--- config.mk ---
export PLATFORM = sky130hd
export DESIGN_NAME = ble_dma_flow_ctrl
export DESIGN_NICKNAME = d
export VERILOG_FILES = /design/src/rtl/ble_dma_pkg.sv /design/src/rtl/ble_rr_arbiter.sv /design/src/rtl/ble_dma_flow_ctrl.sv
export SDC_FILE = /design/constraint.sdc
export NUM_CORES = 1
export LEC_CHECK = 0
export CAP_MARGIN = 20
export CORE_ASPECT_RATIO = 0.9
export CORE_UTILIZATION = 52
export DETAILED_ROUTE_END_ITERATION = 12
export GPL_TIMING_DRIVEN = 0
export PLACE_DENSITY = 0.82
export SLEW_MARGIN = 20
export SYNTH_ARGS = -nofsm -noshare
export SYNTH_HDL_FRONTEND = slang
export SYNTH_SLANG_ARGS = --single-unit
--- constraint.sdc ---
create_clock -name hclk -period 3.6 [get_ports hclk]
set_input_delay 0.72 -clock hclk [delete_from_list [all_inputs] [get_ports hclk]]
set_output_delay 0.72 -clock hclk [all_outputs]
set_load 0.01 [all_outputs]
--- src/rtl/ble_dma_pkg.sv ---
// Shared definitions for the BLE DMA request/acknowledge flow controller.
package ble_dma_pkg;

  // Width of every channel index (grant_id, timeout_ch, round-robin pointer).
  localparam int CH_W = 3;

  // Channel direction encoding on ch_dir.
  localparam logic DIR_TX = 1'b1;
  localparam logic DIR_RX = 1'b0;

  // Controller states; exported on dbg_state for observation.
  typedef enum logic [1:0] {
    ST_IDLE = 2'd0,
    ST_REQ  = 2'd1,
    ST_XFER = 2'd2,
    ST_DONE = 2'd3
  } dma_state_e;

endpackage

--- src/rtl/ble_rr_arbiter.sv ---
// Combinational round-robin pick: first eligible channel at or after ptr_i,
// wrapping back to channel 0 when nothing at or above the pointer is eligible.
module ble_rr_arbiter
  import ble_dma_pkg::*;
#(
  parameter int NCH = 2
) (
  input  logic [NCH-1:0]  elig_i,
  input  logic [CH_W-1:0] ptr_i,
  output logic [CH_W-1:0] grant_o,
  output logic            valid_o
);

  logic [CH_W-1:0] hi_idx;
  logic            hi_vld;
  logic [CH_W-1:0] lo_idx;
  logic            lo_vld;

  // Scan downwards so the last hit is the lowest index in each half.
  always_comb begin
    hi_idx = '0;
    hi_vld = 1'b0;
    lo_idx = '0;
    lo_vld = 1'b0;
    for (int c = NCH - 1; c >= 0; c--) begin
      if (elig_i[c]) begin
        lo_idx = CH_W'(c);
        lo_vld = 1'b1;
        if (c >= int'(ptr_i)) begin
          hi_idx = CH_W'(c);
          hi_vld = 1'b1;
        end
      end
    end
    grant_o = hi_vld ? hi_idx : lo_idx;
    valid_o = lo_vld;
  end

endmodule

--- src/rtl/ble_dma_flow_ctrl.sv ---
// DMA request/acknowledge controller for NCH shared-memory FIFO channels.
// Handshake: dma_req is held one-hot for the granted channel until a
// single-cycle dma_ack accepts it; after that dma_beat marks each word moved
// and the burst closes on the latched beat count or on dma_done.
module ble_dma_flow_ctrl
  import ble_dma_pkg::*;
#(
  parameter int NCH     = 2,
  parameter int LVL_W   = 7,
  parameter int BURST_W = 8,
  parameter int TO_W    = 16
) (
  input  logic                   hclk,
  input  logic                   reset,
  input  logic                   dma_mode,
  input  logic [NCH-1:0]         ch_enable,
  input  logic [NCH-1:0]         ch_dir,
  input  logic [NCH*LVL_W-1:0]   fifo_level,
  input  logic [NCH*LVL_W-1:0]   watermark,
  input  logic [NCH*BURST_W-1:0] burst_len,
  input  logic [TO_W-1:0]        timeout_limit,
  input  logic                   dma_ack,
  input  logic                   dma_beat,
  input  logic                   dma_done,
  input  logic                   irq_clear,
  output logic [NCH-1:0]         dma_req,
  output logic [CH_W-1:0]        grant_id,
  output logic                   busy,
  output logic                   burst_done,
  output logic                   timeout_irq,
  output logic [CH_W-1:0]        timeout_ch,
  output dma_state_e             dbg_state
);

  dma_state_e         state_q, state_d;
  logic [CH_W-1:0]    grant_q, grant_d;
  logic [BURST_W-1:0] len_q, len_d;
  logic [BURST_W-1:0] beat_q, beat_d;
  logic [TO_W-1:0]    to_q, to_d;
  logic [CH_W-1:0]    rr_q, rr_d;
  logic               irq_q;
  logic [CH_W-1:0]    irq_ch_q;

  logic [NCH-1:0]     elig;
  logic [CH_W-1:0]    arb_grant;
  logic               arb_valid;
  logic [BURST_W-1:0] pick_len;
  logic               gnt_en;
  logic [CH_W-1:0]    nxt_ptr;
  logic               to_fire;
  logic [TO_W:0]      to_inc;
  logic [BURST_W:0]   beat_sum;

  // Per-channel eligibility: TX wants refill at/below watermark, RX wants
  // draining at/above watermark, with an empty RX FIFO never requesting.
  for (genvar c = 0; c < NCH; c++) begin : g_elig
    logic [LVL_W-1:0] lvl;
    logic [LVL_W-1:0] wm;
    logic [LVL_W-1:0] rx_thr;
    assign lvl     = fifo_level[c*LVL_W +: LVL_W];
    assign wm      = watermark[c*LVL_W +: LVL_W];
    assign rx_thr  = (wm == '0) ? LVL_W'(1) : wm;
    assign elig[c] = dma_mode & ch_enable[c] &
                     ((ch_dir[c] == DIR_TX) ? (lvl <= wm) : (lvl >= rx_thr));
  end

  ble_rr_arbiter #(.NCH(NCH)) u_arb (
    .elig_i  (elig),
    .ptr_i   (rr_q),
    .grant_o (arb_grant),
    .valid_o (arb_valid)
  );

  // Per-channel field selection for the arbiter pick and the held grant.
  always_comb begin
    pick_len = '0;
    gnt_en   = 1'b0;
    for (int c = 0; c < NCH; c++) begin
      if (arb_grant == CH_W'(c)) pick_len = burst_len[c*BURST_W +: BURST_W];
      if (grant_q == CH_W'(c))   gnt_en   = ch_enable[c];
    end
  end

  assign nxt_ptr  = (grant_q == CH_W'(NCH - 1)) ? '0 : grant_q + CH_W'(1);
  assign to_inc   = {1'b0, to_q} + (TO_W + 1)'(1);
  assign beat_sum = {1'b0, beat_q} + (BURST_W + 1)'(dma_beat);

  // Next-state logic: grant, request wait with abort/timeout, burst count.
  always_comb begin
    state_d = state_q;
    grant_d = grant_q;
    len_d   = len_q;
    beat_d  = beat_q;
    to_d    = to_q;
    rr_d    = rr_q;
    to_fire = 1'b0;
    case (state_q)
      ST_IDLE: begin
        if (arb_valid) begin
          grant_d = arb_grant;
          len_d   = pick_len;
          to_d    = '0;
          state_d = ST_REQ;
        end
      end
      ST_REQ: begin
        to_d = to_inc[TO_W-1:0];
        if (dma_ack) begin
          beat_d  = '0;
          state_d = ST_XFER;
        end else if (!gnt_en || !dma_mode) begin
          state_d = ST_IDLE;
        end else if (timeout_limit != '0 && to_inc == {1'b0, timeout_limit}) begin
          to_fire = 1'b1;
          rr_d    = nxt_ptr;
          state_d = ST_IDLE;
        end
      end
      ST_XFER: begin
        // Saturation only matters for open-ended bursts (len 0).
        if (dma_beat && beat_q != '1) beat_d = beat_sum[BURST_W-1:0];
        if ((len_q != '0 && beat_sum == {1'b0, len_q}) || dma_done) state_d = ST_DONE;
      end
      ST_DONE: begin
        rr_d    = nxt_ptr;
        state_d = ST_IDLE;
      end
      default: state_d = ST_IDLE;
    endcase
  end

  // Controller state registers.
  always_ff @(posedge hclk) begin
    if (reset) begin
      state_q <= ST_IDLE;
      grant_q <= '0;
      len_q   <= '0;
      beat_q  <= '0;
      to_q    <= '0;
      rr_q    <= '0;
    end else begin
      state_q <= state_d;
      grant_q <= grant_d;
      len_q   <= len_d;
      beat_q  <= beat_d;
      to_q    <= to_d;
      rr_q    <= rr_d;
    end
  end

  // Sticky timeout flag; a new timeout beats a simultaneous clear.
  always_ff @(posedge hclk) begin
    if (reset) begin
      irq_q    <= 1'b0;
      irq_ch_q <= '0;
    end else if (to_fire) begin
      irq_q    <= 1'b1;
      irq_ch_q <= grant_q;
    end else if (irq_clear) begin
      irq_q    <= 1'b0;
      irq_ch_q <= '0;
    end
  end

  // Outputs decoded from registered state only.
  always_comb begin
    for (int c = 0; c < NCH; c++) dma_req[c] = (state_q == ST_REQ) && (grant_q == CH_W'(c));
  end

  assign grant_id    = grant_q;
  assign busy        = (state_q == ST_REQ) || (state_q == ST_XFER);
  assign burst_done  = (state_q == ST_DONE);
  assign timeout_irq = irq_q;
  assign timeout_ch  = irq_ch_q;
  assign dbg_state   = state_q;

endmodule

==> key figures <==
Run status
  • Status: finished, final reports clean

Flow run
  • Max Cap Viol: 0

Power and ir drop
  • Sw frac: 35.9%
  • Peak supply drop: 0.000177 V
  • Switching power: 462 uW
  • Seq pwr share: 36.2%
  • P_int: 824 uW
  • Leak: 0.00185 uW
  • Power density over cell area: 270 nW/um^2
  • Power Total: 1290 uW
  • Power share of the combinational group: 38.4%
  • Clk network pwr share: 25.5%

STA
  • Worst slew margin: 46.2%
  • Fmax achieved: 282 MHz
  • Tcrit/Tclk final: 98.5%
  • Final hold viol count: 0
  • Setup TNS: 0 ns
  • Skew final: 0.00678 ns
  • Fin Hold WS: 0.483 ns
  • Fin worst setup slack: 0.0540 ns
  • Post-layout min period: 3.55 ns
  • Max-slew violations: 0
  • Endpoints failing setup: 0
  • Slew @ Worst Pin: 0.800 ns

CTS
  • CTS tree: built
  • H-tree Lvls: 2
  • CTS max path bufs: 2
  • CTS Buf Count: 5
  • Number of buffers inserted by hold repair at cts: 0
  • Clk Latency, worst-skew pair: 0.30 ns
  • Root Buffer: clkbuf_8
  • Worst-path clk slew: 0.08 ns
  • Clock sink count: 38

Setup path
  • CP Capture Point: dbg_state[0]
  • Critical Path AT: 3.74 ns
  • FF-to-FF setup slack: 0.27 ns
  • Startpoint types: input pin
  • Cells on worst reg2reg path: 8
  • Reg2Reg Capture Point: rr_q[0]
  • Crit path launch: watermark[9]
  • Critical path class: input pin to flip-flop
  • Crit-path max FO: 5
  • Reg2reg start: to_q[0]
  • CP Capture Type: flip-flop
  • Critical path required time: 3.80 ns

Detailed routing
  • DRC: 0
  • DRT Wirelength: 10.6 mm
  • DRC violation total after the first TritonRoute iteration: 347
  • Routed wire length per instance: 15.8 um
  • Drt first pass iters: 5
  • Number of vias per cell: 6.09
  • Via count: 4075
  • Number of routed nets with antenna violations: 0

Floorplanning
  • Area of the core: 6690 um^2
  • Die Height: 81.8 um
  • Die area: 7410 um^2
  • Die W: 90.6 um
  • IO Count: 84
  • FP Rows: 28
  • Initial Utilization: 54.9%

Logic synthesis
  • Register bit total from synthesis: 38
  • Ys flop type: dfxtp_1
  • Post-synth cell types: 68
  • EDFF count, synth: 0
  • Syn Std Cell Area: 3670 um^2
  • Sequential area share after synthesis: 20.7%
  • Syn Inst Count: 486
  • FFs w/ async S/R, synth: 0%
  • Synthesized area per cell: 7.56 um^2
  • Synthesis Warnings: 0

Placement
  • Port buffer count: 79
  • HPWL Detailed: 8.09 mm
  • Place WS: -0.759 ns
  • Dpl cells: 658
  • RePlAce Congestion: 0.949

Min path
  • HP Class: flip-flop to flip-flop

Layout
  • Commonest non-fill, non-tap cell in the layout: clkdlybuf4s50_1
  • Fin cells: 669
  • Number of diodes: 0
  • Area Growth Syn to Fin: 29.7%
  • Share of cells above drive strength 1: 8.29%
  • Commonest cells after routing, fill and taps aside: 77 x clkdlybuf4s50_1, 46 x nand2_1, 38 x dfxtp_1, 36 x inv_1, 35 x ha_1
  • Fin nets: 684

Global routing
  • Initial antenna violation count: 0
  • First-pass GRT wire length: 17.3 mm
  • Global route total overflow: 0
  • Largest net degree at the start of global routing: 13
  • Vias in the first global route: 3768
  • GRT Overall Usage: 28.8%
-- layer usage --
metal / up-vias / wire [um] / track usage, %
li1: 1956 / - / -
met1: 1884 / 4690 / 37.2
met2: 206 / 4840 / 49.2
met3: 29 / 821 / 4.72
met4: 0 / 209 / 10.0
met5: - / 0 / 0
-- cell families after synthesis --
family	after synthesis	synth area share [%]
AND/OR/NAND/NOR	175	25.7
AO/OA/AOI/OAI	129	23.7
buffers and inverters	68	7.76
flip-flops	38	20.7
adder cells (fa/ha/maj)	35	11.9
XOR/XNOR	27	6.44
multiplexers	13	3.61
other	1	0.102
-- worst max-delay path, stage by stage --
cell and delay (ns):
clkdlybuf4s50_1 0.45, nor4_2 0.25, a31o_2 0.19, ha_1 0.21
nand2b_1 0.14, a2111o_1 0.43, a311oi_2 0.27, a211o_1 0.33
buf_4 0.17, buf_4 0.10, a32o_1 0.18, a21oi_1 0.06
o211a_1 0.24
-- through the flow --
step | cell area (um^2) | utilization [%]
6_report | 4770 | 71.2
2_1_floorplan | 3690 | -
3_3_place_gp | 4590 | 68.6
3_5_place_dp | 4590 | 68.6
5_1_grt | 4770 | 71.2
4_1_cts | 4720 | 70.5
-- layout make-up --
type	count	area [um^2]
buffer	31	160
clock buffer	6	82.6
clock inverter	2	12.5
fill	576	1930
inverter	36	135
multi-input combinational	383	2680
sequential	38	761
tap	90	113
timing repair buffer	83	826
-- worst min path at each step --
stage,from,endpoint,cells after the start
after floorplan,beat_q[0],beat_q[0],2
after global placement,beat_q[0],beat_q[0],2
after detailed placement,beat_q[0],beat_q[0],2
after CTS,beat_q[0],beat_q[0],2
after global routing,beat_q[0],beat_q[0],2
final,beat_q[0],beat_q[0],2
-- synth_stat cells (3+ instances only) --
| library cell | number | area, um^2 |
|---|---|---|
| o21ai_0 | 30 | 150 |
| a31o_2 | 5 | 43.8 |
| inv_1 | 36 | 135 |
| a311oi_1 | 11 | 96.3 |
| a21oi_1 | 31 | 155 |
| nand4_1 | 11 | 68.8 |
| buf_2 | 6 | 30.0 |
| and2_1 | 6 | 37.5 |
| and4_1 | 4 | 35.0 |
| a211oi_1 | 11 | 82.6 |
| nor2b_1 | 19 | 119 |
| nor2_1 | 25 | 93.8 |
| and3_1 | 3 | 18.8 |
| xnor2_1 | 19 | 166 |
| clkbuf_1 | 19 | 71.3 |
| nor4_1 | 12 | 75.1 |
| a211o_1 | 3 | 26.3 |
| ha_1 | 35 | 438 |
| xor2_1 | 8 | 70.1 |
| dfxtp_1 | 38 | 761 |
| nand3_1 | 17 | 85.1 |
| buf_4 | 6 | 45.0 |
| or3_1 | 5 | 31.3 |
| nand2_1 | 46 | 173 |
| nor3_1 | 9 | 45.0 |
| o21a_1 | 4 | 30.0 |
| mux2i_1 | 11 | 110 |
-- power groups by stage --
stage	Clock (uW)	Sequential [uW]	Combinational, uW
finish	328	465	494
global route	344	468	535
CTS	326	464	469
detailed placement	0	475	458
global placement	0	473	446
floorplan	0	468	268
-- flip-flops by register name, summed over array words and instances, names as in the netlist --
register,cells
timeout_ch,1
rr_q,1
dbg_state,2
beat_q,8
len_q,8
timeout_irq,1
to_q,16
grant_id,1
-- repair_timing --
action	in CTS	in global routing
endpoints found under the hold margin	0	0
pin swaps	1	3
gates resized for setup	7	11
buffers inserted	2	2
gates cloned	0	0
setup endpoints to repair	23	24
No activity file was read; power rests on OpenSTA's default activity.
